`src/rtl/mcp47feb_dac_writer.sv`:
```
// Command sequencer for i2c_master: turns one (channel, value) request into a
// single write-multiple transaction to an MCP47FEB dual 12-bit DAC.
module mcp47feb_dac_writer #(
    parameter logic [6:0] DEV_ADDR = 7'h60,
    parameter int         TIMEOUT  = 65535
) (
    input  logic        clk,
    input  logic        rst,
    input  logic        s_valid,
    output logic        s_ready,
    input  logic        s_channel,
    input  logic [11:0] s_value,
    output logic [6:0]  cmd_address,
    output logic        cmd_start,
    output logic        cmd_read,
    output logic        cmd_write,
    output logic        cmd_write_multiple,
    output logic        cmd_stop,
    output logic        cmd_valid,
    input  logic        cmd_ready,
    output logic [7:0]  data_in,
    output logic        data_in_valid,
    input  logic        data_in_ready,
    output logic        data_in_last,
    input  logic        i2c_busy,
    input  logic        missed_ack,
    output logic        busy,
    output logic        done,
    output logic        error,
    output logic        nack_seen
);

    typedef enum logic [2:0] {
        ST_IDLE = 3'd0,
        ST_CMD  = 3'd1,
        ST_D0   = 3'd2,
        ST_D1   = 3'd3,
        ST_D2   = 3'd4,
        ST_WAIT = 3'd5
    } state_t;

    localparam logic [15:0] TIMEOUT_LAST = 16'(TIMEOUT - 1);

    state_t      state_r;
    logic [15:0] timer_r;
    logic        channel_r;
    logic [11:0] value_r;
    logic        s_ready_r;
    logic        busy_r;
    logic        cmd_valid_r;
    logic        cmd_wm_r;
    logic        cmd_stop_r;
    logic [7:0]  data_r;
    logic        data_valid_r;
    logic        data_last_r;
    logic        done_r;
    logic        error_r;
    logic        nack_seen_r;
    logic        advance_s;

    assign cmd_address        = DEV_ADDR;
    assign cmd_start          = 1'b0;
    assign cmd_read           = 1'b0;
    assign cmd_write          = 1'b0;
    assign s_ready            = s_ready_r;
    assign busy               = busy_r;
    assign cmd_valid          = cmd_valid_r;
    assign cmd_write_multiple = cmd_wm_r;
    assign cmd_stop           = cmd_stop_r;
    assign data_in            = data_r;
    assign data_in_valid      = data_valid_r;
    assign data_in_last       = data_last_r;
    assign done               = done_r;
    assign error              = error_r;
    assign nack_seen          = nack_seen_r;

    // Condition that lets the current non-idle state move on this cycle
    always_comb begin
        advance_s = 1'b0;
        case (state_r)
            ST_CMD:                advance_s = cmd_ready;
            ST_D0, ST_D1, ST_D2:   advance_s = data_in_ready;
            ST_WAIT:               advance_s = ~i2c_busy;
            default:               advance_s = 1'b0;
        endcase
    end

    // Sequencer state, timeout counter and all registered outputs
    always_ff @(posedge clk) begin
        if (rst) begin
            state_r      <= ST_IDLE;
            timer_r      <= 16'd0;
            channel_r    <= 1'b0;
            value_r      <= 12'd0;
            s_ready_r    <= 1'b0;
            busy_r       <= 1'b0;
            cmd_valid_r  <= 1'b0;
            cmd_wm_r     <= 1'b0;
            cmd_stop_r   <= 1'b0;
            data_r       <= 8'h00;
            data_valid_r <= 1'b0;
            data_last_r  <= 1'b0;
            done_r       <= 1'b0;
            error_r      <= 1'b0;
            nack_seen_r  <= 1'b0;
        end else begin
            done_r  <= 1'b0;
            error_r <= 1'b0;
            if (state_r == ST_IDLE) begin
                s_ready_r <= 1'b1;
                busy_r    <= 1'b0;
                if (s_valid && s_ready_r) begin
                    channel_r   <= s_channel;
                    value_r     <= s_value;
                    nack_seen_r <= 1'b0;
                    timer_r     <= 16'd0;
                    state_r     <= ST_CMD;
                    s_ready_r   <= 1'b0;
                    busy_r      <= 1'b1;
                    cmd_valid_r <= 1'b1;
                    cmd_wm_r    <= 1'b1;
                    cmd_stop_r  <= 1'b1;
                end
            end else begin
                if (missed_ack) begin
                    nack_seen_r <= 1'b1;
                end
                // A handshake takes priority over an expiring timeout
                if (advance_s) begin
                    timer_r <= 16'd0;
                    case (state_r)
                        ST_CMD: begin
                            state_r      <= ST_D0;
                            cmd_valid_r  <= 1'b0;
                            cmd_wm_r     <= 1'b0;
                            cmd_stop_r   <= 1'b0;
                            data_valid_r <= 1'b1;
                            data_r       <= {4'b0000, channel_r, 3'b000};
                        end
                        ST_D0: begin
                            state_r <= ST_D1;
                            data_r  <= {4'b0000, value_r[11:8]};
                        end
                        ST_D1: begin
                            state_r     <= ST_D2;
                            data_r      <= value_r[7:0];
                            data_last_r <= 1'b1;
                        end
                        ST_D2: begin
                            state_r      <= ST_WAIT;
                            data_valid_r <= 1'b0;
                            data_last_r  <= 1'b0;
                            data_r       <= 8'h00;
                        end
                        ST_WAIT: begin
                            state_r   <= ST_IDLE;
                            busy_r    <= 1'b0;
                            s_ready_r <= 1'b1;
                            if (nack_seen_r || missed_ack) begin
                                error_r <= 1'b1;
                            end else begin
                                done_r <= 1'b1;
                            end
                        end
                        default: begin
                            state_r <= ST_IDLE;
                        end
                    endcase
                end else if (timer_r == TIMEOUT_LAST) begin
                    state_r      <= ST_IDLE;
                    timer_r      <= 16'd0;
                    cmd_valid_r  <= 1'b0;
                    cmd_wm_r     <= 1'b0;
                    cmd_stop_r   <= 1'b0;
                    data_valid_r <= 1'b0;
                    data_last_r  <= 1'b0;
                    data_r       <= 8'h00;
                    nack_seen_r  <= 1'b1;
                    error_r      <= 1'b1;
                    busy_r       <= 1'b0;
                    s_ready_r    <= 1'b1;
                end else begin
                    timer_r <= timer_r + 16'd1;
                end
            end
        end
    end

endmodule

```
`config.mk`:
```
export PLATFORM = sky130hd
export DESIGN_NAME = mcp47feb_dac_writer
export DESIGN_NICKNAME = d
export VERILOG_FILES = /design/src/rtl/mcp47feb_dac_writer.sv
export SDC_FILE = /design/constraint.sdc
export NUM_CORES = 1
export LEC_CHECK = 0
export CAP_MARGIN = 20
export CORE_UTILIZATION = 35
export CTS_BUF_LIST = sky130_fd_sc_hd__clkbuf_8 sky130_fd_sc_hd__clkbuf_16
export DETAILED_ROUTE_END_ITERATION = 8
export HOLD_SLACK_MARGIN = 0.1
export SYNTH_ARGS = -nofsm -noshare
export SYNTH_HDL_FRONTEND = slang
export SYNTH_SLANG_ARGS = --single-unit
```
`constraint.sdc`:
```
create_clock -name clk -period 2.35 [get_ports clk]
set_input_delay 0.235 -clock clk [delete_from_list [all_inputs] [get_ports clk]]
set_output_delay 0.235 -clock clk [all_outputs]
set_load 0.01 [all_outputs]
```
==> flow_summary_export.csv, run 1 <==
group,metric,value,unit
route,post_drt_wl_per_cell,13.1,µm
grt,grt-ovfl-total,0,
critical_path,cp-start-kind,"flop",
power_and_ir_drop,swShare,25.0,%
synthesis,synth_common_cells,"dfxtp_1 (48), nand2_1 (46), a21oi_1 (25)",
synthesis,ys.flop_type,"dfxtp_1",
flow_run,cap_viol_max_count,0,
grt,grt.met3_usage,4.18,%
critical_path,critPathBufInv,0,
grt,antenna_found_initial,0,
critical_path,max_stage_delay,0.58,ns
critical_path,reg2reg_from,"timer_r[1]",
floorplan,rows,28,
synthesis,ys_warn_count,0,
synthesis,syn_area,2270,µm²
synthesis,yosysUniqueCellTypes,52,
clocking,cts-resized-gates,0,
power_and_ir_drop,power.density,612,nW/µm²
grt,gr-usage-met2,22.0,%
critical_path,cp_max_fo,7,
clocking,htreeDepth,2,
placement,gp_congestion,0.927,
placement,port_buffers,37,
timing,period_minus_slack,1.95,ns
route,drc_errors,0,
grt,met1_usage,24.3,%
synthesis,async_reset_ff_share,0,%
grt,grt_pass1_wl,8.34,mm
timing,setup_ws,0.395,ns
timing,skew,0.00684,ns
route,first_pass_iters,5,
layout,stdcell_area,2810,µm²
synthesis,synth_edf_count,0,
clocking,clk_pin_slew,0.09,ns
critical_path,crit_type,"flop to flop",
floorplan,die_area,6820,µm²
critical_path,cp_cell_sequence,"ha_1, nand4_1, or4_4, nand3_1, a21oi_2, a22o_1",
grt,grt_max_degree,28,
route,wirelength,5.07,mm
layout,num_antenna_cells,0,
floorplan,dieWidth,82.6,µm
floorplan,pin_count,48,
timing,slew_headroom,65.3,%
critical_path,cp-end-kind,"flop",
power_and_ir_drop,power,1720,µW
critical_path,critical_path_required,2.55,ns
synthesis,synth.area.top_cells,"dfxtp_1 (42%), nand2_1 (7.6%), a21oi_1 (5.5%)",
synthesis,netlist_instances,272,
synthesis,synth_most_common_cell,"dfxtp_1",
grt,top_usage_layer,"met1",
timing,worstMarginPinSlew,0.517,ns
clocking,hold_buffers,0,
route,ant_nets,0,
layout,final_nets,332,
clocking,postCtsSetupRepairBufs,0,
timing,max_freq,0.512,GHz
layout,syn2layout_area_growth,23.5,%
grt,grt_util_all_layers,16.2,%
min_path,worst_hold_startpoint,"value_r[5]",
timing,fin_setup_tns,0,ns
power_and_ir_drop,p_comb_share,12.8,%
power_and_ir_drop,peakVddDrop,0.266,mV
placement,place_area,2680,µm²
timing,finalHoldViolCount,0,
floorplan,core,6100,µm²
synthesis,ys_ff_latch,48,
power_and_ir_drop,power.share.sequential,50.2,%
power_and_ir_drop,p_clk_share,37.0,%
timing,fin_crit_sh,83.2,%
clocking,numCtsBuffers,5,
route,via_per_inst,5.17,
placement,dp_slack,0.306,ns
placement,detailed_place_hpwl,3.71,mm
clocking,root_buffer,"clkbuf_8",
synthesis,synth_top_area_share,42.3,%
route,drt_first_iter_violations,107,
power_and_ir_drop,intPower,1290,µW
clocking,clk_latency,0.31,ns
timing,timing.hold.ws,0.457,ns
critical_path,worstPathArrival,2.16,ns
critical_path,crit_slowest_cell,"or4_4",
synthesis,synth.avg_cell_area,8.35,µm²
timing,setup_viol,0,
min_path,hp-class,"flop to flop",
power_and_ir_drop,p_leak,0.000964,µW
critical_path,startpoint,"timer_r[1]",
critical_path,cpLargestDelayFamily,"simple AND/OR/NAND/NOR gates",
outcome,status,"complete, no violations",
timing,rsz0062_at_grt,"no",
clocking,cts.sinks,48,
floorplan,initial_utilization,37.3,%
grt,grt_pass1_vias,1703,
synthesis,yosysSeqAreaShare,42.3,%
timing,slew_violations,0,
synthesis,yosysTopAreaCell,"dfxtp_1",
layout,drive_gt1_share,9.00,%
clocking,cts.path.max_buffers,2,
floorplan,die_h,82.6,µm
clocking,cts_tree,"yes",
route,vias,1996,
power_and_ir_drop,p_sw,429,µW
==> routing by layer <==
| metal | vias up | wire, µm |
|---|---|---|
| met5 | - | 0 |
| met4 | 0 | 63 |
| met3 | 7 | 309 |
| met2 | 56 | 2170 |
| met1 | 906 | 2520 |
| li1 | 1027 | - |
==> worst register-to-register path, stage by stage, from the launching register on <==
cell and delay, ns:
dfxtp_1 0.40, ha_1 0.18, nand4_1 0.12, or4_4 0.58
nand3_1 0.18, a21oi_2 0.14, a22o_1 0.26
==> through the flow <==
stage / std cells / utilization, %
after global routing: 386 / 46.0
final: 386 / 46.0
after global placement: 378 / 44.0
after detailed placement: 378 / 44.0
after floorplan: 280 / -
after CTS: 386 / 46.0
==> placed cells by master, fill, tap and decap left out, types with 7 or more instances in the layout <==
| master | netlist | routed |
|---|---|---|
| nor2_1 | 13 | 13 |
| dfxtp_1 | 48 | 48 |
| o21ai_0 | 8 | 8 |
| buf_4 | 14 | 9 |
| or3_1 | 7 | 7 |
| a21oi_1 | 25 | 25 |
| nand2_1 | 46 | 46 |
| nand3_1 | 19 | 19 |
| conb_1 | 2 | 10 |
| clkdlybuf4s50_1 | 0 | 37 |
==> logic make-up (layout without fill, tap and decap cells) <==
logic type / count (synthesis) / count (layout) / share of synthesized area [%]
AOI/OAI and AO/OA: 64 / 64 / 18.5
xor gates and xnor gates: 2 / 2 / 0.771
adders and majority gates: 2 / 2 / 1.10
buffers and inverters: 29 / 60 / 7.60
DFF: 48 / 48 / 42.3
muxes: 5 / 5 / 2.20
other: 2 / 10 / 0.331
and+or+nand+nor: 120 / 120 / 27.2
==> area by class of cell <==
type                            instances  area (µm²)
Clock buffer                            6        82.6
Clock inverter                          2        38.8
Fill cell                             629        3290
Inverter                                6        22.5
Multi-Input combinational cell        203        1170
Sequential cell                        48         961
Tap cell                               75        93.8
Timing Repair Buffer                   46         438
==> registers in the layout, summed over array words and instances, names as in the netlist <==
name	cells
s_ready	1
busy	1
data_in	8
channel_r	1
data_in_valid	1
cmd_stop	1
data_in_last	1
timer_r	16
nack_seen	1
state_r	3
value_r	12
done	1
error	1
==> worst paths after layout <==
path	endpoint	slack, ns	cells after the start
worst max-delay path	data_in[4]	0.40	6
worst min-delay path	value_r[5]	0.46	2
worst max register to register	data_in[4]	0.40	6
worst min register to register	value_r[5]	0.46	2
==> power groups by stage <==
stage | logic (µW) | clock network, µW | registers [µW]
2_1_floorplan | 146 | 0 | 875
3_3_place_gp | 220 | 0 | 880
3_5_place_dp | 220 | 0 | 880
4_1_cts | 221 | 654 | 861
5_1_grt | 244 | 692 | 865
6_report | 220 | 635 | 861
No activity file was read; power rests on OpenSTA's default activity.
==> inputs of run 2 (changes only) <==
clock period = 1.6 ns   (was 2.35 ns; I/O delays follow)
==> run 2 against run 1 <==
Compared with the run above: the flow now finishes with violations (setup timing); routed wire length grew 22%; clock power grew 18%; register-to-register slack lost 0.52 ns; setup slack lost 0.52 ns; clock-buffer cell count shrank 1; highest routed layer unchanged; first-iteration DRC count grew 9.3%; hold slack lost 0.076 ns; critical path depth grew 4; global-route usage grew 3.2 points.
==> flow_summary_export.csv, run 2 (synthesized netlist as in run 1, its figures left out) <==
group,metric,value,unit
clocking,numCtsBuffers,5,
floorplan,die_area,6820,µm²
critical_path,crit_slowest_cell,"dfxtp_2",
clocking,clk_latency,0.31,ns
route,post_drt_wl_per_cell,13.9,µm
critical_path,critPathBufInv,4,
timing,fin_crit_sh,108,%
grt,antenna_found_initial,0,
layout,fillers,555,
route,drt_first_iter_violations,117,
grt,grt-ovfl-total,0,
flow_run,cap_viol_max_count,0,
critical_path,cp_max_fo,6,
timing,period_minus_slack,1.73,ns
layout,most-common-layout-cells,"buf_4 (56), nand2_1 (43), dfxtp_1 (37), clkdlybuf4s50_1 (37), a21oi_1 (14)",
power_and_ir_drop,peakVddDrop,0.483,mV
route,drc_errors,0,
layout,top_register,"timer_r",
critical_path,cp-end-kind,"flop",
critical_path,worstPathArrival,1.97,ns
clocking,root_buffer,"clkbuf_8",
placement,dp.cells,428,
power_and_ir_drop,p_leak,0.00131,µW
floorplan,core,6100,µm²
clocking,cts.path.max_buffers,2,
outcome,status,"finished with violations",
timing,slew_violations,0,
timing,setup_ws,-0.126,ns
clocking,cts_tree,"yes",
placement,gp_congestion,0.829,
power_and_ir_drop,power.density,703,nW/µm²
timing,rsz0062_at_grt,"yes",
clocking,hold_buffers,0,
critical_path,crit_top_cell,"buf_4",
placement,detailed_place_hpwl,4.27,mm
timing,skew,0.00998,ns
layout,largest_reg_flops,16,
floorplan,dieWidth,82.6,µm
layout,num_antenna_cells,0,
clocking,htreeDepth,2,
timing,setup_viol,26,
critical_path,cpLargestDelayFamily,"buffers and inverters",
timing,fin_setup_tns,-1.69,ns
floorplan,pin_count,48,
layout,final_nets,390,
critical_path,cp-start-kind,"flop",
grt,grt_pass1_wl,9.93,mm
placement,port_buffers,37,
critical_path,max_stage_delay,0.34,ns
layout,fin_cells,444,
route,vias,2292,
power_and_ir_drop,power,2500,µW
layout,syn2layout_area_growth,56.8,%
placement,place_area,3100,µm²
route,ant_nets,0,
critical_path,reg2reg_depth,10,
layout,drive_gt1_share,39.6,%
floorplan,initial_utilization,37.3,%
layout,final_common_cell,"buf_4",
route,wirelength,6.18,mm
timing,finalHoldViolCount,0,
clocking,cts.sinks,48,
floorplan,rows,28,
clocking,clk_pin_slew,0.10,ns
floorplan,die_h,82.6,µm
grt,grt_pass1_vias,2040,
layout,stdcell_area,3560,µm²
grt,grt_util_all_layers,19.5,%
critical_path,cp_num_cells,10,
outcome,violations,"setup timing",
critical_path,critical_path_required,1.84,ns
min_path,hp-class,"input pin to flop",
route,first_pass_iters,4,
critical_path,cp_cell_sequence,"inv_2, ha_4, nand4_1, buf_4, nor4_2, buf_4, nor4_4, buf_6, a21oi_2, o21ai_1",
min_path,whs_path_depth,3,
route,via_per_inst,5.16,
timing,max_freq,0.579,GHz
grt,grt_max_degree,17,
critical_path,crit_type,"flop to flop",
[run 2: changes by cell type in the layout (fill, tap and decap cells not counted), moves of 9 or more]
| cell | delta |
|---|---|
| buf_4 | +47 |
| a21oi_1 | -11 |
| dfxtp_1 | -11 |
| a21oi_2 | +10 |
| dfxtp_2 | +10 |
| buf_6 | +9 |
| nand3_1 | -9 |
[run 2: where the power goes]
group	switching [µW]	total (µW)	internal [µW]
Sequential	31.1	1260	1230
Clock	442	752	310
Combinational	238	490	252
Total	711	2500	1790
[run 2: worst paths after layout]
check / startpoint / endpoint / slack [ns]
max: timer_r[0] / timer_r[7] / -0.13
min: s_value[11] / value_r[11] / 0.38
max reg2reg: timer_r[0] / timer_r[7] / -0.13
min reg2reg: value_r[11] / value_r[11] / 0.46
[run 2: metrics by stage]
stage | util, % | setup WS, ns | hold WS (ns)
2_1_floorplan | - | -0.0695 | 0.239
3_3_place_gp | 50.8 | -0.220 | 0.443
3_5_place_dp | 50.8 | -0.252 | 0.449
4_1_cts | 55.7 | -0.123 | 0.376
5_1_grt | 58.4 | -0.215 | 0.394
6_report | 58.4 | -0.126 | 0.381
[run 2: metal layers]
metal / global-route usage [%] / wire (µm) / vias to the layer above / part of all wire, %
met5: 0 / 0 / - / 0
met4: 5.34 / 53 / 0 / 0.86
met3: 4.29 / 298 / 5 / 4.8
met2: 27.8 / 2750 / 59 / 45
met1: 29.0 / 3080 / 1076 / 50
li1: - / - / 1152 / -
[run 2: tightest hold or removal path, cell delays in order]
cell             delay (ns)
clkdlybuf4s50_1        0.39
nand2_1                0.05
a21oi_1                0.05
[run 2: what timing repair did]
action                     in CTS  in global routing
pin swaps                      24                 17
buffers inserted                3                  5
resized for setup              49                 34
setup endpoints to repair      27                 47
gates cloned                    1                  0
[run 2: area by class of cell]
| type | instances | area [µm²] | area share (%) |
|---|---|---|---|
| clock inverters | 3 | 23.8 | 0.667 |
| clock buffers | 5 | 68.8 | 1.93 |
| repair buffers | 104 | 932 | 26.2 |
| multi-input cells | 203 | 1440 | 40.5 |
| flip-flops and latches | 48 | 977 | 27.4 |
| well taps | 75 | 93.8 | 2.63 |
| inverters | 6 | 22.5 | 0.632 |
